## config.mk

```make
export PLATFORM = sky130hd
export DESIGN_NAME = cpu_step_sequencer
export DESIGN_NICKNAME = d
export VERILOG_FILES = /design/src/rtl/cpu_step_sequencer.sv
export SDC_FILE = /design/constraint.sdc
export NUM_CORES = 1
export LEC_CHECK = 0
export ABC_AREA = 1
export CORE_UTILIZATION = 54
export DETAILED_ROUTE_END_ITERATION = 12
export PLACE_DENSITY = 0.91
export SLEW_MARGIN = 20
export SYNTH_ARGS = -nofsm -noshare
export SYNTH_HDL_FRONTEND = slang
export SYNTH_SLANG_ARGS = --single-unit
```

## constraint.sdc

```tcl
create_clock -name clk -period 1.6 [get_ports clk]
set_input_delay 0.32 -clock clk [delete_from_list [all_inputs] [get_ports clk]]
set_output_delay 0.32 -clock clk [all_outputs]
set_load 0.02 [all_outputs]
```

## src/rtl/cpu_step_sequencer.sv

```systemverilog
// Command sequencer for the 4-bit nibble CPU: turns host commands into core mode/data/step
// sequences and returns one response per command. Define SEQ_TRACE_EN for per-step trace outputs.
module cpu_step_sequencer #(
    parameter int unsigned STEP_GAP  = 0,
    parameter logic [7:0]  MAX_STEPS = 8'd255
) (
    input  logic       clk,
    input  logic       rst_n,
    input  logic       cmd_valid,
    output logic       cmd_ready,
    input  logic [2:0] cmd_op,
    input  logic [3:0] cmd_arg,
    input  logic       cmd_cond,
    input  logic       abort,
    output logic       core_step,
    output logic [1:0] core_instruction,
    output logic [3:0] core_data_in,
    output logic       core_cond,
    input  logic [3:0] core_pc,
    input  logic [3:0] core_regval,
    output logic       rsp_valid,
    output logic [3:0] rsp_pc,
    output logic [3:0] rsp_regval,
    output logic [1:0] rsp_status,
    output logic       busy
`ifdef SEQ_TRACE_EN
    ,
    output logic       trace_valid,
    output logic [3:0] trace_pc,
    output logic [3:0] trace_regval,
    output logic [7:0] trace_idx
`endif
);

    typedef enum logic [2:0] {IDLE, STEP, CHECK, GAP, DONE} state_t;

    localparam logic [2:0] OP_LOADP     = 3'd0;
    localparam logic [2:0] OP_LOADD     = 3'd1;
    localparam logic [2:0] OP_SETPC     = 3'd2;
    localparam logic [2:0] OP_RUN_N     = 3'd3;
    localparam logic [2:0] OP_RUN_UNTIL = 3'd4;

    localparam logic [1:0] ST_OK      = 2'b00;
    localparam logic [1:0] ST_TIMEOUT = 2'b01;
    localparam logic [1:0] ST_ABORT   = 2'b10;
    localparam logic [1:0] ST_ILLEGAL = 2'b11;

    localparam logic [15:0] GAP_LAST = (STEP_GAP > 0) ? 16'(STEP_GAP - 1) : 16'd0;

    state_t      state, state_nxt;
    logic [2:0]  op_q;
    logic [3:0]  arg_q;
    logic [7:0]  step_cnt;
    logic [15:0] gap_cnt;
    logic [1:0]  status_nxt;
    logic [3:0]  pc_hold, reg_hold;
    logic [7:0]  run_n_total;
    logic        accept, is_run, abort_run;
    state_t      after_check;

    assign accept      = cmd_valid & (state == IDLE);
    assign is_run      = (op_q == OP_RUN_N) | (op_q == OP_RUN_UNTIL);
    // abort only matters while a run op is active; single ops and IDLE/DONE ignore it
    assign abort_run   = is_run & abort;
    assign run_n_total = {4'b0, arg_q} + 8'd1;
    assign after_check = (STEP_GAP == 0) ? STEP : GAP;

    assign cmd_ready = (state == IDLE);
    assign busy      = (state != IDLE);
    assign core_step = (state == STEP) & ~abort_run;
    assign rsp_valid = (state == DONE);
    // during DONE the response shows the live (post-step) core values, then holds them
    assign rsp_pc     = (state == DONE) ? core_pc     : pc_hold;
    assign rsp_regval = (state == DONE) ? core_regval : reg_hold;

    always_comb begin
        state_nxt  = state;
        status_nxt = ST_OK;
        case (state)
            IDLE: begin
                if (accept) begin
                    if (cmd_op > OP_RUN_UNTIL) begin
                        state_nxt  = DONE;
                        status_nxt = ST_ILLEGAL;
                    end else begin
                        state_nxt = STEP;
                    end
                end
            end
            STEP: begin
                if (abort_run) begin
                    state_nxt  = DONE;
                    status_nxt = ST_ABORT;
                end else if (is_run) begin
                    state_nxt = CHECK;
                end else begin
                    state_nxt = DONE;
                end
            end
            CHECK: begin
                if (abort_run) begin
                    state_nxt  = DONE;
                    status_nxt = ST_ABORT;
                end else if (op_q == OP_RUN_N) begin
                    state_nxt = (step_cnt == run_n_total) ? DONE : after_check;
                end else if (core_pc == arg_q) begin
                    state_nxt = DONE;
                end else if (step_cnt == MAX_STEPS) begin
                    state_nxt  = DONE;
                    status_nxt = ST_TIMEOUT;
                end else begin
                    state_nxt = after_check;
                end
            end
            GAP: begin
                if (abort_run) begin
                    state_nxt  = DONE;
                    status_nxt = ST_ABORT;
                end else if (gap_cnt == GAP_LAST) begin
                    state_nxt = STEP;
                end
            end
            DONE:    state_nxt = IDLE;
            default: state_nxt = IDLE;
        endcase
    end

    always_ff @(posedge clk or negedge rst_n) begin
        if (!rst_n) begin
            state            <= IDLE;
            op_q             <= 3'd0;
            arg_q            <= 4'd0;
            core_instruction <= 2'b00;
            core_data_in     <= 4'd0;
            core_cond        <= 1'b0;
            step_cnt         <= 8'd0;
            gap_cnt          <= 16'd0;
            rsp_status       <= ST_OK;
            pc_hold          <= 4'd0;
            reg_hold         <= 4'd0;
        end else begin
            state <= state_nxt;

            if (accept) begin
                op_q      <= cmd_op;
                arg_q     <= cmd_arg;
                core_cond <= cmd_cond;
                step_cnt  <= 8'd0;
                // illegal ops leave the core mode/data untouched since no step is issued
                case (cmd_op)
                    OP_LOADP:     begin core_instruction <= 2'b00; core_data_in <= cmd_arg; end
                    OP_LOADD:     begin core_instruction <= 2'b01; core_data_in <= cmd_arg; end
                    OP_SETPC:     begin core_instruction <= 2'b10; core_data_in <= cmd_arg; end
                    OP_RUN_N,
                    OP_RUN_UNTIL: begin core_instruction <= 2'b11; core_data_in <= cmd_arg; end
                    default: ;
                endcase
            end else if (core_step && is_run) begin
                step_cnt <= step_cnt + 8'd1;
            end

            if (state == GAP) gap_cnt <= gap_cnt + 16'd1;
            else              gap_cnt <= 16'd0;

            if (state_nxt == DONE) rsp_status <= status_nxt;

            if (state == DONE) begin
                pc_hold  <= core_pc;
                reg_hold <= core_regval;
            end
        end
    end

`ifdef SEQ_TRACE_EN
    assign trace_valid  = (state == CHECK);
    assign trace_pc     = trace_valid ? core_pc     : 4'd0;
    assign trace_regval = trace_valid ? core_regval : 4'd0;
    assign trace_idx    = trace_valid ? step_cnt    : 8'd0;
`endif

endmodule

```

==> metrics.md <==
| Metric | Value |
|---|---|
| Outcome | `finished, violations left` |
| Failing checks | `setup timing` |
| Mean Syn Cell Area | `7.69 sq um` |
| Max Slew Vio Count | `0` |
| Largest net degree at the start of global routing | `52` |
| Layout area overhead | `40.3%` |
| MaxCap Viol Count | `0` |
| Grt total ovfl | `0` |
| Design area | `0.00377 sq mm` |
| Worst setup path class | `reg -> out` |
| Syn_nets | `373` |
| DRT Pass-1 Iters | `5` |
| FFs w/ async S/R, synth | `1.00` |
| Worst-Skew Late Latency | `0.31 ns` |
| Dpl cell area | `0.00350 sq mm` |
| Peak Freq | `525 MHz` |
| Pleak | `1.84 nW` |
| Worst min path class | `reg -> reg` |
| Initial antenna violation count | `0` |
| I/O Buffers | `40` |
| Pwr Density | `1480 mW/mm^2` |
| Slew margin rel. | `0.749` |
| Worst endpoint required time | `1.28 ns` |
| Clock buffer depth | `2` |
| Minimum clock period | `1.91 ns` |
| Num rows | `25` |
| Clock sink total | `51` |
| H-tree depth | `2` |
| CP Launch Type | `flip-flop` |
| Residual DRC | `0` |
| Skew final | `0.0110 ns` |
| Slew @ Worst Pin | `0.373 ns` |
| Yosys top cell by area | `dfrtp_1` |
| Crit path cell chain | `inv_2, nor3_4, clkinvlp_4, o21ai_4, buf_6` |
| DR vias | `2709` |
| Die Y | `72.5 um` |
| GP Congestion | `0.968` |
| CTS buffer count | `5` |
| Worst Path Arrival | `1.59 ns` |
| Fin. Hold Viols | `0` |
| YS warnings | `0` |
| Synth top area cells | `dfrtp_1 (48%), nand2_1 (14%), inv_1 (7.3%)` |
| Core area | `0.00475 sq mm` |
| Dpl hpwl | `4.67 mm` |
| 1st-iter DRT viols | `341` |
| Min setup slack post-route | `-0.307 ns` |
| CTS tree | `yes` |
| Final nets | `465` |
| Register area share after synthesis | `0.476` |
| Unique masters post-synth | `31` |
| Hold slack | `0.474 ns` |
| Setup crit end kind | `output pin` |
| RSZ-0062 raised after global routing | `true` |
| Vias in the first global route | `2575` |
| Wire length of the first global-routing pass | `11.3 mm` |
| Layout cells sized above 1 | `0.253` |
| Ant. Diodes | `0` |
| # IOs | `41` |
| Worst-path clk slew | `0.09 ns` |
| Top-area cell type share of the netlist area | `0.476` |
| Worst path max stage delay | `0.37 ns` |
| Die X | `72.5 um` |
| Initial Utilization | `0.564` |
| Critical Path Fanout Max | `6` |
| GRT Resource Usage Total | `0.285` |
| Critical-path cell with the highest stage delay | `dfrtp_1` |
| Root Driver | `clkbuf_8` |
| Final worst path period share | `1.19` |
| Mapped Area | `0.00268 sq mm` |
| Worst ir drop on vdd | `0.965 mV` |
| DRT Wirelength | `7.10 mm` |
| Final antenna-violating net count | `0` |
| #FFs+latches synth | `51` |
| Die area | `0.00526 sq mm` |
| Final setup viols | `36` |
| Synth Instances | `349` |
| Post-synth EDFFs | `0` |
| Wirelength per Cell | `14.0 um` |
| Synth Flop Type | `dfrtp_1` |
| DR vias/cell | `5.32` |
## metal layers
layer,GRT usage,up-vias,share of wire
met3,0.0611,27,0.074
met5,0,-,0
met4,0.102,0,0.026
met2,0.495,136,0.50
met1,0.349,1245,0.40
li1,-,1301,-
## stage by stage
step           utilization  instances  total power (W)  worst slack (ns)  setup TNS [ns]
3_3_place_gp         0.737        491          0.00438            -0.356           -3.95
2_1_floorplan            -        349          0.00319           0.00482               0
6_report             0.792        509          0.00556            -0.307           -6.32
4_1_cts              0.780        507          0.00545            -0.324           -4.57
3_5_place_dp         0.737        491          0.00450            -0.366           -5.27
5_1_grt              0.792        509          0.00588            -0.399           -9.97
## where the power goes
part / internal (W) / switching, W / leakage (nW)
logic: 0.00139 / 0.00160 / 1.13
registers: 0.00161 / 0.000229 / 0.666
clock network: 0.000306 / 0.000424 / 0.0412
## logic make-up after synthesis
group           synth area share
flops                      0.476
buf+inv                   0.0821
simple gates               0.320
fa+ha+maj                 0.0186
xor+xnor                  0.0131
compound gates            0.0909
## final cells by class
type | instances | area, sq um
flip-flops and latches | 51 | 1280
inverters | 54 | 208
fillers | 303 | 988
well taps | 67 | 83.8
clock buffers | 6 | 72.6
clock inverters | 2 | 12.5
repair buffers | 88 | 801
multi-input cells | 240 | 1310
repair inverters | 1 | 7.51
## cell usage after synthesis, drive strengths merged, types with 4 or more instances
master,count
nand2,101
inv,54
dfrtp,51
nor2,39
o21ai,26
nand3,18
a21oi,16
nor3,12
nor4,7
nand4,5
ha,4
## path summary, 6_finish.rpt
kind	slack (ns)	start	cells after the start	end
worst max-delay path	-0.31	state[2]$_DFF_PN0_	5	rsp_pc[0]
worst min-delay path	0.47	step_cnt[5]$_DFFE_PN0P_	1	step_cnt[5]$_DFFE_PN0P_
worst max register to register	-0.26	state[0]$_DFF_PN0_	10	step_cnt[7]$_DFFE_PN0P_
worst min register to register	0.47	step_cnt[5]$_DFFE_PN0P_	1	step_cnt[5]$_DFFE_PN0P_
max in group asynchronous	0.85	rst_n	3	gap_cnt[7]$_DFF_PN0_
min in group asynchronous	0.51	rst_n	3	pc_hold[2]$_DFF_PN0_
## registers in the layout, summed over array words and instances (netlist names)
| signal | cells |
|---|---|
| gap_cnt | 16 |
| step_cnt | 8 |
| arg_q | 4 |
| core_data_in | 4 |
| pc_hold | 4 |
| reg_hold | 4 |
| op_q | 3 |
| state | 3 |
| core_instruction | 2 |
| rsp_status | 2 |
| core_cond | 1 |
## critical path, delay by kind of cell, from the launching register on
family / cells / cell delay [ns]
buffers and inverters: 3 / 0.44
DFF: 1 / 0.37
and+or+nand+nor: 1 / 0.25
AOI/OAI and AO/OA: 1 / 0.21
## placed cells by master (no fill, tap or decap), drive strengths merged, types with 2 or more instances in the layout
cell type and n:
nand2 101, buf 59, inv 54, dfrtp 51, nor2 39, o21ai 26
clkdlybuf4s50 18, nand3 18, a21oi 16, nor3 12, nor4 7, clkbuf 6
nand4 5, dlymetal6s2s 5, dlygate4sd2 4, ha 4, xnor2 2, xor2 2
o21a 2, clkinvlp 2
## what timing repair did
item / CTS / global route
endpoints found under the hold margin: 39 / 0
buffers inserted: 6 / 2
pin swaps: 11 / 2
cloned: 1 / 0
gates resized for setup: 92 / 13
endpoints found under the setup margin: 39 / 44
hold buffers: 1 / 0
Power figures use the tool's default switching activity.
